File: src/rtl/countdown_sequencer_if.sv
// Control/status bundle between user logic (master) and countdown_sequencer (slave).
interface countdown_sequencer_if #(
  parameter int unsigned WIDTH = 4,
  parameter int unsigned RND_W = 3
);
  logic             start;
  logic [WIDTH-1:0] period;
  logic [RND_W-1:0] rounds;
  logic             pause;
  logic             abort;
  logic [WIDTH-1:0] count;
  logic             busy;
  logic             tick;
  logic             done;
  logic             err;

  modport master (
    output start, period, rounds, pause, abort,
    input  count, busy, tick, done, err
  );

  modport slave (
    input  start, period, rounds, pause, abort,
    output count, busy, tick, done, err
  );
endinterface

File: src/rtl/countdown_sequencer.sv
// Multi-round preset/down-counter sequencer: IDLE -> LOAD -> RUN -> DONE, all outputs registered.
// Optional COUNTDOWN_SEQ_AUTORELOAD_EN: DONE re-enters LOAD with the latched period/rounds.
module countdown_sequencer #(
  parameter int unsigned WIDTH = 4,
  parameter int unsigned RND_W = 3
) (
  input  logic                  clock,
  input  logic                  reset_n,
  countdown_sequencer_if.slave  bus
);

  typedef enum logic [1:0] {
    S_IDLE = 2'd0,
    S_LOAD = 2'd1,
    S_RUN  = 2'd2,
    S_DONE = 2'd3
  } state_t;

  state_t           state, state_nxt;
  logic [WIDTH-1:0] count_q, count_nxt;
  logic [RND_W-1:0] rnd_left, rnd_nxt;
  logic [WIDTH-1:0] period_l, period_nxt;
  logic [RND_W-1:0] rounds_l, rounds_nxt;
  logic             busy_q, tick_q, done_q, err_q;
  logic             tick_nxt, done_nxt, err_nxt;

  // Outputs in a given cycle reflect the decision taken in the previous cycle.
  always_comb begin
    state_nxt  = state;
    count_nxt  = count_q;
    rnd_nxt    = rnd_left;
    period_nxt = period_l;
    rounds_nxt = rounds_l;
    tick_nxt   = 1'b0;
    done_nxt   = 1'b0;
    err_nxt    = 1'b0;

    if (bus.abort) begin
      state_nxt = S_IDLE;
      count_nxt = '1;
    end else begin
      unique case (state)
        S_IDLE: begin
          count_nxt = '1;
          if (bus.start) begin
            if ((bus.period != '0) && (bus.rounds != '0)) begin
              period_nxt = bus.period;
              rounds_nxt = bus.rounds;
              state_nxt  = S_LOAD;
            end else begin
              err_nxt = 1'b1;
            end
          end
        end

        S_LOAD: begin
          count_nxt = period_l;
          rnd_nxt   = rounds_l;
          state_nxt = S_RUN;
        end

        S_RUN: begin
          if (!bus.pause) begin
            if (count_q != '0) begin
              count_nxt = count_q - WIDTH'(1);
            end else begin
              tick_nxt = 1'b1;
              // <= 1 rather than == 1 so a zero round count can never wrap
              if (rnd_left <= RND_W'(1)) begin
                done_nxt  = 1'b1;
                state_nxt = S_DONE;
              end else begin
                rnd_nxt   = rnd_left - RND_W'(1);
                count_nxt = period_l;
              end
            end
          end
        end

        S_DONE: begin
`ifdef COUNTDOWN_SEQ_AUTORELOAD_EN
          state_nxt = S_LOAD;
`else
          state_nxt = S_IDLE;
          count_nxt = '1;
`endif
        end

        default: begin
          state_nxt = S_IDLE;
          count_nxt = '1;
        end
      endcase
    end
  end

  always_ff @(posedge clock or negedge reset_n) begin
    if (!reset_n) begin
      state    <= S_IDLE;
      count_q  <= '1;
      rnd_left <= '0;
      period_l <= '0;
      rounds_l <= '0;
      busy_q   <= 1'b0;
      tick_q   <= 1'b0;
      done_q   <= 1'b0;
      err_q    <= 1'b0;
    end else begin
      state    <= state_nxt;
      count_q  <= count_nxt;
      rnd_left <= rnd_nxt;
      period_l <= period_nxt;
      rounds_l <= rounds_nxt;
      busy_q   <= (state_nxt != S_IDLE);
      tick_q   <= tick_nxt;
      done_q   <= done_nxt;
      err_q    <= err_nxt;
    end
  end

  assign bus.count = count_q;
  assign bus.busy  = busy_q;
  assign bus.tick  = tick_q;
  assign bus.done  = done_q;
  assign bus.err   = err_q;

endmodule
File: src/flat_wrapper.sv
// flat-port wrapper written by rule: the top's interface ports become plain ports
module countdown_sequencer_flat 
#(
  parameter int unsigned WIDTH = 4,
  parameter int unsigned RND_W = 3
)
  (clock, reset_n, bus_start, bus_period, bus_rounds, bus_pause, bus_abort, bus_count, bus_busy, bus_tick, bus_done, bus_err);
  countdown_sequencer_if #(.WIDTH(WIDTH), .RND_W(RND_W)) bus_i ();
  input  logic clock;
  input  logic reset_n;
  input wire logic [$bits(bus_i.start)-1:0] bus_start;
  input wire logic [$bits(bus_i.period)-1:0] bus_period;
  input wire logic [$bits(bus_i.rounds)-1:0] bus_rounds;
  input wire logic [$bits(bus_i.pause)-1:0] bus_pause;
  input wire logic [$bits(bus_i.abort)-1:0] bus_abort;
  output wire logic [$bits(bus_i.count)-1:0] bus_count;
  output wire logic [$bits(bus_i.busy)-1:0] bus_busy;
  output wire logic [$bits(bus_i.tick)-1:0] bus_tick;
  output wire logic [$bits(bus_i.done)-1:0] bus_done;
  output wire logic [$bits(bus_i.err)-1:0] bus_err;
  assign bus_i.start = bus_start;
  assign bus_i.period = bus_period;
  assign bus_i.rounds = bus_rounds;
  assign bus_i.pause = bus_pause;
  assign bus_i.abort = bus_abort;
  assign bus_count = bus_i.count;
  assign bus_busy = bus_i.busy;
  assign bus_tick = bus_i.tick;
  assign bus_done = bus_i.done;
  assign bus_err = bus_i.err;
  countdown_sequencer #(.WIDTH(WIDTH), .RND_W(RND_W)) u_core (.clock(clock), .reset_n(reset_n), .bus(bus_i));
endmodule
File: config.mk
export PLATFORM = sky130hd
export DESIGN_NAME = countdown_sequencer_flat
export DESIGN_NICKNAME = d
export VERILOG_FILES = /design/src/rtl/countdown_sequencer_if.sv /design/src/rtl/countdown_sequencer.sv /design/src/flat_wrapper.sv
export SDC_FILE = /design/constraint.sdc
export NUM_CORES = 1
export LEC_CHECK = 0
export ABC_AREA = 1
export BUFFER_PORTS_ARGS = -buffer_cell sky130_fd_sc_hd__buf_2
export CAP_MARGIN = 10
export CELL_PAD_IN_SITES_DETAIL_PLACEMENT = 0
export CELL_PAD_IN_SITES_GLOBAL_PLACEMENT = 1
export CORE_MARGIN = 2
export CORE_UTILIZATION = 30
export CTS_CLUSTER_DIAMETER = 100
export DETAILED_ROUTE_END_ITERATION = 10
export PLACE_DENSITY = 0.6
export SYNTH_ARGS = -nofsm -noshare
export SYNTH_HDL_FRONTEND = slang
export SYNTH_SLANG_ARGS = --single-unit
File: constraint.sdc
create_clock -name clock -period 1.4 [get_ports clock]
set_input_delay 0.28 -clock clock [delete_from_list [all_inputs] [get_ports clock]]
set_output_delay 0.28 -clock clock [all_outputs]
set_load 0.02 [all_outputs]
==> results.json <==
{
  "status": "completed",
  "clk_latency_ns": 0.27,
  "clock-skew-final_ns": 0.00388,
  "synthAdderAreaFrac": 0.0812,
  "vias": 1088,
  "dieWidth_um": 68.1,
  "r2r_end": "u_core.bus.count[2]$_DFFE_PN1P_",
  "grt_overflow": 0,
  "grt_max_degree": 21,
  "clk_pin_slew_ns": 0.08,
  "peakVddDrop_v": 0.000558,
  "worst_pin_slew_ns": 0.486,
  "clockPowerShare": 0.219,
  "final_antenna_net_count": 0,
  "layout.nets": 211,
  "synth_xor_area_frac": 0,
  "core_area_um2": 3970,
  "switching_power_uw": 1060,
  "synth-simple-area-share": 0.343,
  "cts_made_buffers": 3,
  "grt_pass1_vias": 1022,
  "fin_crit_ns": 1.39,
  "max_freq_mhz": 718,
  "endpoint": "u_core.bus.count[2]$_DFFE_PN1P_",
  "p_sw_frac": 0.386,
  "wl_per_cell_um": 11.6,
  "crit_fanout": 3,
  "holdCritPathClass": "in2reg",
  "die_area_um2": 4640,
  "leakage_uw": 0.000826,
  "setup_viol": 0,
  "drc": 0,
  "cp_slowest_cell": "dfstp_2",
  "worstSetupStartpoint": "u_core.bus.count[1]$_DFFE_PN1P_",
  "area_delta_synth_final_pct": 31.4,
  "crit_family": "flip-flops",
  "end_kind": "flop",
  "required_ns": 1.60,
  "synth_top_area_cell": "dfrtp_1",
  "netlist_top_cells_area": "dfrtp_1 (32%), nand2_1 (14%), dfstp_2 (8.5%)",
  "drtPass1Iterations": 4,
  "cts_root_buffer": "clkbuf_8",
  "final_common_cell": "nand2_1",
  "reg2reg_slack_ns": 0.007,
  "ctsLongestPathBuffers": 2,
  "grt_pass1_wl_mm": 4.57,
  "power_per_cell_area_nw_per_um2": 1690,
  "cp_slowest_stage_delay_ns": 0.56,
  "post_synth_num_cell_types": 26,
  "cts_tree": "done",
  "fillCellCount": 401,
  "rsz0062_at_grt": "true",
  "pin_count": 20,
  "p_int_uw": 1680,
  "relSlewSlack": 0.676,
  "synth_mux_area_frac": 0,
  "synth_area_um2": 1230,
  "routed_wl_mm": 2.78,
  "cts_sinks": 20,
  "ys_warn_count": 0,
  "path_depth": 9,
  "path_buf_inv": 1,
  "path_class": "reg2reg",
  "drt_iter0_drc": 44,
  "layout_common_cells": "nand2_1 (46), buf_2 (18), nand3_1 (16), dfrtp_1 (16), inv_1 (15)",
  "start_util": 0.310,
  "synth_nets": 178,
  "startpoint_type": "flop",
  "total_power_uw": 2740,
  "report.final.hold_viol_count": 0,
  "drive_above_1_share": 0.342,
  "synth-compound-area-share": 0.0822,
  "place_area_um2": 1450,
  "path_cells": "inv_4 -> ha_4 -> or2_4 -> nand3_2 -> nand2_1 -> nand2_1 -> nand2_1 -> nor2_1 -> nor2_1",
  "synth_cells": 158,
  "antenna_cells": 0,
  "yosysSeqAreaShare": 0.410,
  "syn_avg_cell_area_um2": 7.80,
  "power_frac_seq": 0.358,
  "slew_violations": 0,
  "grt_usage": 0.133,
  "timing.rr.start": "u_core.bus.count[1]$_DFFE_PN1P_",
  "fin_crit_sh": 0.995,
  "gp_congestion": 0.784,
  "synth_top_area_frac": 0.325,
  "maxCapViolCount": 0,
  "ys_ff_latch": 20,
  "htree_levels": 1,
  "pwr-share-comb": 0.423,
  "holdCritStartpoint": "bus_abort",
  "placementRows": 23,
  "reg2reg_depth": 9,
  "cpMostUsedCell": "nand2_1",
  "design_area_um2": 1620,
  "synth_top_family_by_area": "simple AND/OR/NAND/NOR gates",
  "fp.dieH_um": 68.1,
  "port_buffers": 19,
  "routed_via_density": 4.53,
  "antenna_found_initial": 0,
  "crit_arrival_ns": 1.60,
  "post-dp-hpwl_mm": 2.07
}
[cells in the mapped netlist (all sizes together)]
master / instances
a21boi: 1
a21oi: 3
buf: 3
dfrtp: 16
dfstp: 4
ha: 8
inv: 21
nand2: 51
nand3: 18
nand3b: 2
nand4: 1
nor2: 16
o21a: 1
o21ai: 10
o31ai: 1
or2: 2
[cell type report]
type	count	area [µm²]	area share
well taps	50	62.6	0.0386
repair buffers	31	190	0.117
clock buffers	3	41.3	0.0255
flip-flops and latches	20	505	0.312
clock inverters	1	30.0	0.0185
inverters	21	83.8	0.0518
multi-input cells	114	706	0.436
[how the worst min path moves through the flow]
stage	to	slack, ns	cells after the start
3_3_place_gp	u_core.rnd_left[1]$_DFFE_PN0P_	0.27	1
2_1_floorplan	u_core.bus.busy$_DFF_PN0_	-0.02	0
5_1_grt	u_core.bus.err$_DFF_PN0_	0.20	2
3_5_place_dp	u_core.rnd_left[0]$_DFFE_PN0P_	0.27	1
6_report	u_core.bus.err$_DFF_PN0_	0.20	2
4_1_cts	u_core.bus.err$_DFF_PN0_	0.19	2
[metal layers]
metal | vias to the layer above | wire length (µm) | global-route usage | part of all wire
met4 | 0 | 35 | 0.0450 | 0.013
met3 | 4 | 112 | 0.0263 | 0.040
met5 | - | 0 | 0 | 0
li1 | 562 | - | - | -
met1 | 494 | 1340 | 0.178 | 0.48
met2 | 28 | 1290 | 0.215 | 0.46
[what timing repair did]
action	in CTS	in global routing
resized for setup	3	14
pin swaps	2	5
endpoints found under the setup margin	8	10
hold buffers	1	0
setup buffers	1	2
endpoints found under the hold margin	16	0
[registers in the layout (all words and copies together), names as in the netlist]
signal and cells:
u_core.bus.count 4, u_core.period_l 4, u_core.rnd_left 3, u_core.rounds_l 3, u_core.state 2, u_core.bus.busy 1
u_core.bus.done 1, u_core.bus.err 1, u_core.bus.tick 1
[power groups by stage]
stage / Combinational (µW) / Sequential (µW) / Clock [µW]
after global placement: 1060 / 976 / 0
after floorplan: 693 / 1010 / 0
final: 1160 / 980 / 600
after global routing: 1320 / 1010 / 634
after CTS: 1100 / 975 / 614
after detailed placement: 1050 / 985 / 0
[cells by family (layout without fill, tap and decap cells)]
| kind of cell | after synthesis | count (layout) |
|---|---|---|
| AOI/OAI and AO/OA | 16 | 16 |
| adders and majority gates | 8 | 8 |
| buffers and inverters | 24 | 56 |
| DFF | 20 | 20 |
| and+or+nand+nor | 90 | 90 |
[through the flow]
step	utilization	setup WS, ns	TNS [ns]	cells	hold slack, ns
final	0.408	0.00725	0	240	0.197
after floorplan	-	-0.00645	-0.00645	158	-0.0156
after global placement	0.365	-0.0234	-0.0367	232	0.269
after detailed placement	0.365	-0.0151	-0.0698	232	0.270
after CTS	0.392	-0.00404	-0.00404	238	0.194
after global routing	0.408	-0.0718	-0.321	240	0.204
No activity file was read; power rests on OpenSTA's default activity.
